### config.mk
export PLATFORM = sky130hd
export DESIGN_NAME = ir_fetch_sequencer
export DESIGN_NICKNAME = d
export VERILOG_FILES = /design/src/rtl/ir_fetch_sequencer.sv
export SDC_FILE = /design/constraint.sdc
export NUM_CORES = 1
export LEC_CHECK = 0
export CORE_UTILIZATION = 45
export CTS_BUF_LIST = sky130_fd_sc_hd__clkbuf_4 sky130_fd_sc_hd__clkbuf_8
export CTS_CLUSTER_SIZE = 10
export DETAILED_ROUTE_END_ITERATION = 10
export GPL_TIMING_DRIVEN = 0
export PLACE_DENSITY_LB_ADDON = 0.15
export SETUP_SLACK_MARGIN = 0.3
export SYNTH_ARGS = -nofsm -noshare
export SYNTH_HDL_FRONTEND = slang
export SYNTH_SLANG_ARGS = --single-unit
### constraint.sdc
create_clock -name CLK -period 2.2 [get_ports CLK]
set_input_delay 0.44 -clock CLK [delete_from_list [all_inputs] [get_ports CLK]]
set_output_delay 0.44 -clock CLK [all_outputs]
set_load 0.02 [all_outputs]
### src/rtl/ir_fetch_sequencer.sv
`default_nettype none
// ============================================================================
//  Module   : ir_fetch_sequencer
//  Purpose  : Fetch / decode / execute control sequencer for the 8-bit CPU.
//             Drives the instruction-register load enable together with the
//             PC, MAR, memory, accumulator and output strobes, decodes the
//             captured opcode and counts retired instructions.
//  Revision : 1.0 - initial release
// ----------------------------------------------------------------------------
//  Ports
//    CLK       in   system clock, rising edge
//    RST       in   synchronous reset, active-high
//    HOLD      in   stall request (ignored once halted)
//    MEM_RDY   in   memory read data valid / write accepted this cycle
//    IR[7:0]   in   instruction register: opcode [7:4], operand [3:0]
//    C_FLAG    in   ALU carry flag
//    Z_FLAG    in   ALU zero flag
//    IR_EN_N   out  instruction-register load enable (active-low)
//    MAR_EN_N  out  MAR load enable (active-low)
//    ACC_EN_N  out  accumulator load enable (active-low)
//    OUT_EN_N  out  output-register load enable (active-low)
//    PC_INC    out  program-counter increment
//    PC_LD     out  program-counter load from bus
//    MEM_RD    out  memory read strobe
//    MEM_WR    out  memory write strobe
//    BUS_SEL   out  bus source: 0=PC 1=IR[3:0] 2=MEM 3=ALU
//    ALU_SUB   out  ALU subtract select
//    HALTED    out  sequencer is halted
//    STATE     out  encoded state for debug
//    RETIRED   out  retired-instruction count (wraps)
// ============================================================================
module ir_fetch_sequencer #(
  parameter int RETIRE_W = 8
) (
  input  logic                CLK,
  input  logic                RST,
  input  logic                HOLD,
  input  logic                MEM_RDY,
  input  logic [7:0]          IR,
  input  logic                C_FLAG,
  input  logic                Z_FLAG,
  output logic                IR_EN_N,
  output logic                MAR_EN_N,
  output logic                ACC_EN_N,
  output logic                OUT_EN_N,
  output logic                PC_INC,
  output logic                PC_LD,
  output logic                MEM_RD,
  output logic                MEM_WR,
  output logic [1:0]          BUS_SEL,
  output logic                ALU_SUB,
  output logic                HALTED,
  output logic [2:0]          STATE,
  output logic [RETIRE_W-1:0] RETIRED
);

  typedef enum logic [2:0] {
    ST_FETCH_A = 3'd0,
    ST_FETCH_M = 3'd1,
    ST_DECODE  = 3'd2,
    ST_EXEC_M  = 3'd3,
    ST_HALT    = 3'd4
  } state_t;

  localparam logic [3:0] OP_LDA = 4'h1;
  localparam logic [3:0] OP_ADD = 4'h2;
  localparam logic [3:0] OP_SUB = 4'h3;
  localparam logic [3:0] OP_STA = 4'h4;
  localparam logic [3:0] OP_LDI = 4'h5;
  localparam logic [3:0] OP_JMP = 4'h6;
  localparam logic [3:0] OP_JC  = 4'h7;
  localparam logic [3:0] OP_JZ  = 4'h8;
  localparam logic [3:0] OP_OUT = 4'hE;
  localparam logic [3:0] OP_HLT = 4'hF;

  localparam logic [1:0] BUS_PC   = 2'd0;
  localparam logic [1:0] BUS_OPND = 2'd1;
  localparam logic [1:0] BUS_MEM  = 2'd2;
  localparam logic [1:0] BUS_ALU  = 2'd3;

  state_t              state_q, state_d;
  logic [RETIRE_W-1:0] retired_q, retired_d;
  logic                retire;
  logic [3:0]          opcode;
  logic                is_read_op;

  logic                ir_en_n, mar_en_n, acc_en_n, out_en_n;
  logic                pc_inc, pc_ld, mem_rd, mem_wr, alu_sub, halted;
  logic [1:0]          bus_sel;

  // The operand nibble only travels over the datapath bus; the sequencer
  // itself never looks at it.
  logic                unused_operand;
  assign unused_operand = ^IR[3:0];

  assign opcode     = IR[7:4];
  assign is_read_op = (opcode == OP_LDA) || (opcode == OP_ADD) || (opcode == OP_SUB);

  always_ff @(posedge CLK) begin
    if (RST) begin
      state_q   <= ST_FETCH_A;
      retired_q <= '0;
    end else begin
      state_q   <= state_d;
      retired_q <= retired_d;
    end
  end

  // Everything below RST and HOLD gating is only reached on a cycle where the
  // sequencer is allowed to act, so a stalled or reset cycle leaves every
  // strobe at its inactive default and the state/count untouched.
  always_comb begin
    state_d  = state_q;
    retire   = 1'b0;
    ir_en_n  = 1'b1;
    mar_en_n = 1'b1;
    acc_en_n = 1'b1;
    out_en_n = 1'b1;
    pc_inc   = 1'b0;
    pc_ld    = 1'b0;
    mem_rd   = 1'b0;
    mem_wr   = 1'b0;
    bus_sel  = BUS_PC;
    alu_sub  = 1'b0;
    halted   = 1'b0;

    if (!RST) begin
      if (state_q == ST_HALT) begin
        halted = 1'b1;
      end else if (!HOLD) begin
        case (state_q)
          ST_FETCH_A: begin
            mar_en_n = 1'b0;
            bus_sel  = BUS_PC;
            state_d  = ST_FETCH_M;
          end

          ST_FETCH_M: begin
            mem_rd  = 1'b1;
            bus_sel = BUS_MEM;
            if (MEM_RDY) begin
              ir_en_n = 1'b0;
              pc_inc  = 1'b1;
              state_d = ST_DECODE;
            end
          end

          ST_DECODE: begin
            // Single-cycle instructions retire here; memory operations
            // retire later in EXEC_M and clear the flag again.
            state_d = ST_FETCH_A;
            retire  = 1'b1;
            case (opcode)
              OP_LDA, OP_ADD, OP_SUB, OP_STA: begin
                mar_en_n = 1'b0;
                bus_sel  = BUS_OPND;
                state_d  = ST_EXEC_M;
                retire   = 1'b0;
              end
              OP_LDI: begin
                acc_en_n = 1'b0;
                bus_sel  = BUS_OPND;
              end
              OP_JMP: begin
                pc_ld   = 1'b1;
                bus_sel = BUS_OPND;
              end
              OP_JC: begin
                if (C_FLAG) begin
                  pc_ld   = 1'b1;
                  bus_sel = BUS_OPND;
                end
              end
              OP_JZ: begin
                if (Z_FLAG) begin
                  pc_ld   = 1'b1;
                  bus_sel = BUS_OPND;
                end
              end
              OP_OUT: begin
                out_en_n = 1'b0;
                bus_sel  = BUS_ALU;
              end
              OP_HLT: begin
                state_d = ST_HALT;
              end
              default: begin
              end
            endcase
          end

          ST_EXEC_M: begin
            // The memory strobe is held through wait states; the data is
            // only consumed in the cycle memory reports ready.
            mem_rd = is_read_op;
            mem_wr = (opcode == OP_STA);
            if (MEM_RDY) begin
              state_d = ST_FETCH_A;
              retire  = 1'b1;
              case (opcode)
                OP_LDA: begin
                  acc_en_n = 1'b0;
                  bus_sel  = BUS_MEM;
                end
                OP_ADD: begin
                  acc_en_n = 1'b0;
                  bus_sel  = BUS_ALU;
                end
                OP_SUB: begin
                  acc_en_n = 1'b0;
                  bus_sel  = BUS_ALU;
                  alu_sub  = 1'b1;
                end
                OP_STA: begin
                  bus_sel = BUS_ALU;
                end
                default: begin
                end
              endcase
            end
          end

          default: begin
            state_d = ST_FETCH_A;
          end
        endcase
      end
    end
  end

  assign retired_d = retire ? (retired_q + RETIRE_W'(1)) : retired_q;

  assign IR_EN_N  = ir_en_n;
  assign MAR_EN_N = mar_en_n;
  assign ACC_EN_N = acc_en_n;
  assign OUT_EN_N = out_en_n;
  assign PC_INC   = pc_inc;
  assign PC_LD    = pc_ld;
  assign MEM_RD   = mem_rd;
  assign MEM_WR   = mem_wr;
  assign BUS_SEL  = bus_sel;
  assign ALU_SUB  = alu_sub;
  assign HALTED   = halted;
  assign STATE    = state_q;
  assign RETIRED  = retired_q;

endmodule
`default_nettype wire
Word-level counts from Yosys, hierarchy flattened
Cells that the tools add are included.

storage, ports and cells
  bits in read-only memories = 0
  latch bits = 0
  input bits = 14
  memory bits (writable) = 0
  memories = 0
  bits in registers = 11

operators by class
  $mul = 0
  add/subtract/negate cells = 1
  shifts and indexed selects = 0
  magnitude comparators = 0
  reduce and logical (&&, ||, !) cells = 8
  eq/ne operators = 16
  muxes and demuxes = 67
  divide/modulo/power cells = 0
  bitwise logic cells = 2

operator list
  kind                                            number
  two-way mux 1 bit                               51
  == test 4 x 3 -> 1 bit (second input constant)  4
  == test 4 bit (second input constant)           3
  case mux 3 bit (4 select lines)                 1
  adder 8 x 1 -> 8 bit (second input constant)    1
  == test 4 x 2 -> 1 bit (second input constant)  2
  two-way mux 2 bit                               4
  case mux 1 bit (2 select lines)                 4
  case mux 2 bit (4 select lines)                 1
  == test 3 x 2 -> 1 bit (second input constant)  2
  two-way mux 3 bit                               2
  case mux 2 bit (3 select lines)                 1
  case mux 3 bit (2 select lines)                 1
  OR reduction 3 bit                              2
  OR reduction 6 bit                              1
  == test 4 x 1 -> 1 bit (second input constant)  1
  inequality test 2 bit (second input constant)   2
  case mux 2 bit (2 select lines)                 1
  AND reduction 4 bit                             1
  OR reduction 4 bit                              1
  == test 3 x 1 -> 1 bit (second input constant)  1
  == test 3 bit (second input constant)           1
  logical NOT 3 bit                               1
  case mux 1 bit (3 select lines)                 1
  2 further kinds                                 4

Logic depth before layout (Yosys ltp)
Gate-level depths: netlist of run 1.

  word-level depth = 8
  depth in mapped cells = 6
  mapped depth without buffers = 4

Least setup slack after synthesis of run 1
Ideal clock, no wire load.

  path type = reg2out
  from = register state_q[0], in the netlist STATE[0]
  to = output MEM_WR
  arrival = 1.743 ns
  cell stages (with the launch flop) = 5
  path slack = 0.017 ns
  cell sequence = dfxtp_1 buf_2 nor2b_1 nand2_1 nor4b_1

between the ends
  cells in the longest elaborated chain, start to end = 5

ends and longest elaborated chain
  item                      RTL line  RTL
  start: declaration        81        state_t state_q, state_d;
  start signal: assignment  104       state_q <= state_d;
  == test 3 x 2 -> 1 bit    131       case (state_q)
  two-way mux 1 bit         131
  two-way mux 1 bit         130       end else if (!HOLD) begin
  two-way mux 1 bit (*)     128       if (state_q == ST_HALT) begin
  two-way mux 1 bit (*)     127       if (!RST) begin
  end: declaration          49        output logic MEM_WR,

Every way passes the cells marked *; elsewhere a longest branch is shown, timed or not.

Worst setup path after layout of run 1
  from = register state_q[0], in the netlist STATE[0]
  to = output BUS_SEL[1]

between the ends
  cells in the longest elaborated chain, start to end = 5

ends and longest elaborated chain
  item                                                              RTL line  RTL
  == test 3 x 2 -> 1 bit or == test 3 x 1 -> 1 bit (tied branches)  131
  case mux 2 bit (3 select lines)                                   131
  two-way mux 2 bit                                                 130
  two-way mux 2 bit (*)                                             128
  two-way mux 2 bit (*)                                             127
  end: declaration                                                  50        output logic [1:0] BUS_SEL,

Marked as above.

==> metrics.txt, run 1 <==
setup_tns -0.0786 ns; CTS max path bufs 2; DRT iter0 DRCs 33; Layout area overhead 74.6%; via count 1205; Detailed Routing Iterations Pass 1 4; flops & latches, synth 11; Worst Setup Start Kind flop; clock tree root driver cell clkbuf_4; chip height 47.7 µm; vias in the first global route 1077; Max-Cap Viols 0; Core ar. 1960 µm²; Worst-Margin Slew 0.384 ns; Place WS -0.890 ns; # IOs 37; Critical Path AT 1.82 ns; crit end category output port; TritonCTS Sinks 11; Max VDD drop 492 µV; initial antenna violation count 0; sequential fraction of the synthesis area 23.4%; antenna-violating nets left 0; RSZ-0062 raised after global routing true; global-route wire length before repair 4.64 mm; Hold WS 0.495 ns; IO buf count 30; critical path data required time 1.76 ns; final hold violations 0; syn_area_per_cell 7.65 µm²; most common cell after layout, fill and taps aside buf_6; max frequency 443 MHz; WS Path Type reg -> out; Hold Path Class reg -> reg; most frequent cells in the layout buf_6, buf_4, clkdlybuf4s50_1, a21oi_1; Hold Buf Count CTS 0; DRC errors left 0; Synthesis Warnings 0; die area 2280 µm²; Netlist cell types 39; clk slew on worst S/H paths 0.08 ns; Clk Latency, worst-skew pair 0.28 ns; wire per inst 16.9 µm; Pwr Density 360 nW/µm²; failing checks negative setup slack; final count of negative-setup-slack endpoints 2; starting density of the core 48.0%; synthesized cell area 941 µm²; routed wire length 3.43 mm; Worst slew margin 74.2%; fin crit share 103%; n_diodes 0; max-slew violations 0; largest net degree at the start of global routing 11; Final WS setup -0.0568 ns; Tmin final 2.26 ns; status complete, but fails checks; Final #Nets 192; skew final 0.00669 ns; Syn Nets 138; CTS tree built; Num CTS Buffers 3; row count 16; grt total ovfl 0; layout cell share with drive strength beyond 1 44.3%; gr usage total 28.7%; H-tree Lvls 1; Mapped Cells 123; HPWL Detailed 1.82 mm; worst-path fanout max 4; P_leak 0.000603 µW; routability cong. 0.845; die width 47.7 µm; vias per cell 5.94
==> critical path, stage by stage, from the launching register on <==
cell and delay (ns):
dfxtp_2 0.33, buf_6 0.12, or3b_4 0.40, or3_4 0.40
a31oi_4 0.14, buf_6 0.14
==> sequential cells by signal, summed over array words and instances (netlist names) <==
signal   flops
STATE        3
RETIRED      8
==> worst paths after layout <==
| kind | startpoint | end | slack, ns | depth (start not counted) |
|---|---|---|---|---|
| max reg2reg | STATE[2]$_SDFFE_PP0P_ | RETIRED[5]$_SDFFE_PP0P_ | 0.39 | 5 |
| min reg2reg | RETIRED[7]$_SDFFE_PP0P_ | RETIRED[7]$_SDFFE_PP0P_ | 0.50 | 2 |
| max | STATE[0]$_SDFFE_PP0P_ | BUS_SEL[1] | -0.06 | 5 |
| min | RETIRED[7]$_SDFFE_PP0P_ | RETIRED[7]$_SDFFE_PP0P_ | 0.50 | 2 |
==> final cells by class <==
type	count	area [µm²]
multi-input cells	99	781
flip-flops and latches	11	226
repair buffers	49	454
plain buffers	10	106
inverters	3	11.3
clock buffers	4	30.0
well taps	27	33.8
fillers	123	319
==> per-stage QoR <==
step	instance area, µm²	total power (µW)	utilization, %	instances
finish	1640	592	83.7	203
global route	1640	613	83.7	203
detailed placement	1330	364	67.8	180
floorplan	996	314	-	123
CTS	1580	566	80.5	200
global placement	1330	361	67.8	180
==> cell usage after synthesis, drive strengths merged <==
master   n  area share [%]
nand3b   3             2.4
a221oi   1            0.93
nand3    8             4.8
nand2b   6             4.0
a21oi   11             5.9
a222oi   1             1.1
inv      3             1.2
a21boi   1            0.80
and3     3             2.0
nor4bb   1             1.1
nor4b    1            0.93
or3b     1            0.93
or4      5             4.0
a31oi    1            0.67
nor3b    2             1.6
o31ai    6             4.8
mux2     1             1.6
nand4    1            0.67
clkbuf   3             1.2
nor2b    2             1.3
o21ai    5             2.7
nor2    11             4.7
o22ai    3             2.0
nor3     6             5.6
or2      1            0.67
or3      4             2.7
mux2i    1             1.1
nor4     1             2.3
ha       1             1.3
buf      7             6.0
nand2    9             3.6
dfxtp   11              23
o21a     1             1.6
a22oi    1            0.80
==> kinds of logic (layout without fill, tap and decap cells) <==
group,count (synthesis),after routing,share of synthesized area (%)
buffers and inverters,13,66,8.38
AO/OA/AOI/OAI,31,31,21.1
AND/OR/NAND/NOR,65,65,43.1
multiplexers,2,2,2.66
flip-flops,11,11,23.4
adder cells (fa/ha/maj),1,1,1.33
==> per-layer routing <==
metal	global-route usage, %	vias up	wire length (µm)
met2	48.9	43	1760
met5	0	-	0
li1	-	565	-
met3	9.06	0	165
met1	34.5	597	1510
met4	8.33	0	0
==> power by group <==
group | total, µW | internal [µW] | switching [µW] | leakage, µW
combinational | 222 | 106 | 116 | 0.000495
clock | 162 | 82.7 | 79.5 | 0.0000184
sequential | 208 | 203 | 4.64 | 0.0000905
total | 592 | 392 | 200 | 0.000603
==> what timing repair did <==
item	4_1_cts	5_1_grt
endpoints found under the hold margin	0	0
buffers inserted	15	3
cloned	1	0
pin swaps	12	9
resized for setup	94	19
setup endpoints to repair	16	11
(Power assumes the default switching activity.)
==> run 2, diff against run 1 <==
--- a/config.mk
+++ b/config.mk
@@ -5,12 +5,13 @@
 export SDC_FILE = /design/constraint.sdc
 export NUM_CORES = 1
 export LEC_CHECK = 0
-export CORE_UTILIZATION = 45
+export CORE_UTILIZATION = 40
 export CTS_BUF_LIST = sky130_fd_sc_hd__clkbuf_4 sky130_fd_sc_hd__clkbuf_8
 export CTS_CLUSTER_SIZE = 10
 export DETAILED_ROUTE_END_ITERATION = 10
 export GPL_TIMING_DRIVEN = 0
 export PLACE_DENSITY_LB_ADDON = 0.15
+export REMOVE_ABC_BUFFERS = 1
 export SETUP_SLACK_MARGIN = 0.3
 export SYNTH_ARGS = -nofsm -noshare
 export SYNTH_HDL_FRONTEND = slang
==> constraint.sdc (replaced) <==
create_clock -name CLK -period 1.86 [get_ports CLK]
set_input_delay 0.372 -clock CLK [delete_from_list [all_inputs] [get_ports CLK]]
set_output_delay 0.372 -clock CLK [all_outputs]
set_load 0.02 [all_outputs]
==> metrics.txt, run 2 (same netlist as run 1, synthesis figures left out) <==
status complete, but fails checks (unchanged); failing checks negative setup slack (unchanged); max-slew violations 0 (unchanged); Design Area, Final 1610 µm² (was 1640 µm²); layout cell share with drive strength beyond 1 49.4% (was 44.3%); critical path data required time 1.49 ns (was 1.76 ns); CTS max path bufs 2 (unchanged); Hold Path Origin RST (was RETIRED[7]$_SDFFE_PP0P_); die width 50.5 µm (was 47.7 µm); IO buf count 32 (was 30); R2R Setup Slk 0.14 ns (was 0.39 ns); HPWL Detailed 1.67 mm (was 1.82 mm); Final #Nets 192 (unchanged); Hold Buf Count CTS 0 (unchanged); reg-to-reg critical path endpoint RETIRED[5]$_SDFFE_PP0P_ (unchanged); Worst Setup SP STATE[0]$_SDFFE_PP0P_ (unchanged); antenna-violating nets left 0 (unchanged); skew final 0.00471 ns (was 0.00669 ns); routed wire length 3.24 mm (was 3.43 mm); H-tree Lvls 1 (unchanged); initial antenna violation count 0 (unchanged); crit-path cells or3b_4 > or3_1 > a31oi_1 > buf_4 (was buf_6 > or3b_4 > or3_4 > a31oi_4 > buf_6); clock share of power 26.9% (was 27.4%); most common cell after layout, fill and taps aside buf_4 (was buf_6); Int Power 452 µW (was 392 µW); DRT iter0 DRCs 58 (was 33); routability cong. 0.792 (was 0.845); Worst Setup Start Kind flop (unchanged); max reg flops 8 (unchanged); sw power 224 µW (was 200 µW); Hold WS 0.481 ns (was 0.495 ns); P_leak 0.000661 µW (was 0.000603 µW); final hold violations 0 (unchanged); TritonCTS Sinks 11 (unchanged); max incr delay on CP 0.40 ns (about the same); Critical Path AT 1.76 ns (was 1.82 ns); row count 17 (was 16); Tmin final 2.13 ns; chip height 50.5 µm (was 47.7 µm); critical path buffer and inverter count 1 (was 2); global-route wire length before repair 4.69 mm (was 4.64 mm); setup_tns -0.755 ns (was -0.0786 ns); # IOs 37 (unchanged); die area 2550 µm² (was 2280 µm²); largest net degree at the start of global routing 15 (was 11); grt total ovfl 0 (unchanged); hold path depth 2 (unchanged); clock tree root driver cell clkbuf_4 (unchanged); r2r worst-path depth 7 (was 5); clk slew on worst S/H paths 0.08 ns (about the same); Hold Path Class in -> reg (was reg -> reg); vias per cell 5.93 (was 5.94); CTS tree built (unchanged); Max VDD drop 525 µV (was 492 µV); DRC errors left 0 (unchanged); crit end category output port (unchanged); final std cells w/o fill 204 (was 203); RSZ-0062 raised after global routing true (unchanged); Pwr Density 419 nW/µm² (was 360 nW/µm²); most frequent cells in the layout buf_4, buf_6, dlygate4sd2_1 (was buf_6, buf_4, clkdlybuf4s50_1, a21oi_1); Worst slew margin 72.9% (was 74.2%); n_diodes 0 (unchanged); wire per inst 15.9 µm (was 16.9 µm); vias in the first global route 973 (was 1077); Layout area overhead 71.4% (was 74.6%); reg2reg start STATE[2]$_SDFFE_PP0P_ (unchanged); fin crit share 115%; Reg power frac 36.5% (was 35.1%); WS Path Type reg -> out (unchanged); Worst-Margin Slew 0.406 ns (was 0.384 ns); sw frac 33.2% (was 33.8%); Clk Latency, worst-skew pair 0.27 ns (was 0.28 ns); Placed Area 1230 µm² (was 1330 µm²); Max-Cap Viols 0 (unchanged); crit-path leading delay family simple AND/OR/NAND/NOR gates (unchanged); placed insts 173 (was 180); Final WS setup -0.270 ns (was -0.0568 ns); Core ar. 2210 µm² (was 1960 µm²); Hold Path End RETIRED[4]$_SDFFE_PP0P_ (was RETIRED[7]$_SDFFE_PP0P_); final count of negative-setup-slack endpoints 8 (was 2); Slowest cell on crit path or3b_4 (unchanged); Gate power share 36.6% (was 37.5%); max frequency 470 MHz; Num CTS Buffers 3 (unchanged); gr usage total 24.3% (was 28.7%); worst-path fanout max 3 (was 4); Detailed Routing Iterations Pass 1 4 (unchanged); starting density of the core 42.5% (was 48.0%); via count 1209 (was 1205)
## run 2: cell types whose count changed in the layout (fill, tap and decap cells not counted), sizes merged
cell / delta
clkdlybuf4s50: -11
dlygate4sd2: +6
buf: +5
clkbuf: -1
clkdlybuf4s15: +1
## run 2: worst max path at each step
| stage | endpoint | slack [ns] | cells after the start |
|---|---|---|---|
| 2_1_floorplan | BUS_SEL[1] | -0.26 | 3 |
| 3_3_place_gp | ALU_SUB | -1.11 | 6 |
| 3_5_place_dp | ALU_SUB | -1.16 | 6 |
| 4_1_cts | BUS_SEL[1] | -0.21 | 4 |
| 5_1_grt | BUS_SEL[1] | -0.30 | 4 |
| 6_report | BUS_SEL[1] | -0.27 | 4 |
## run 2: repair_timing
| item | 4_1_cts | 5_1_grt |
|---|---|---|
| buffers inserted | 22 | 5 |
| endpoints found under the setup margin | 34 | 23 |
| gates resized for setup | 150 | 19 |
| pin swaps | 15 | 14 |
| hold endpoints to repair | 0 | 0 |
## run 2: layer usage
layer | track usage (%) | wire, µm
met5 | 0 | 0
met4 | 4.17 | 36
met3 | 4.55 | 191
met2 | 39.6 | 1610
met1 | 33.5 | 1410
## run 2: worst reg2reg max path, stage by stage, from the launching register on
cell,delay [ns]
dfxtp_4,0.37
buf_4,0.15
nor3_4,0.16
buf_4,0.15
buf_6,0.09
nand4_1,0.15
or4_1,0.44
a21oi_1,0.14
## run 2: power groups by stage
stage,clock (µW),combinational [µW],sequential (µW)
final,182,247,246
after global routing,203,260,247
after CTS,185,225,244
after detailed placement,0,145,262
after global placement,0,143,262
after floorplan,0,70.1,264
## run 2: cell type report
cell class                 instances  area [µm²]
clock buffer                       4        30.0
fill                             172         599
inverter                           3        11.3
multi-input combinational         99         800
sequential                        11         231
tap                               28        35.0
timing repair buffer              59         505
## run 2: through the flow
step | total power (µW) | setup slack, ns | utilization [%]
after floorplan | 334 | -0.261 | -
after global placement | 405 | -1.11 | 55.5
after detailed placement | 407 | -1.16 | 55.5
after CTS | 654 | -0.209 | 68.5
after global routing | 711 | -0.298 | 72.9
final | 676 | -0.270 | 72.9
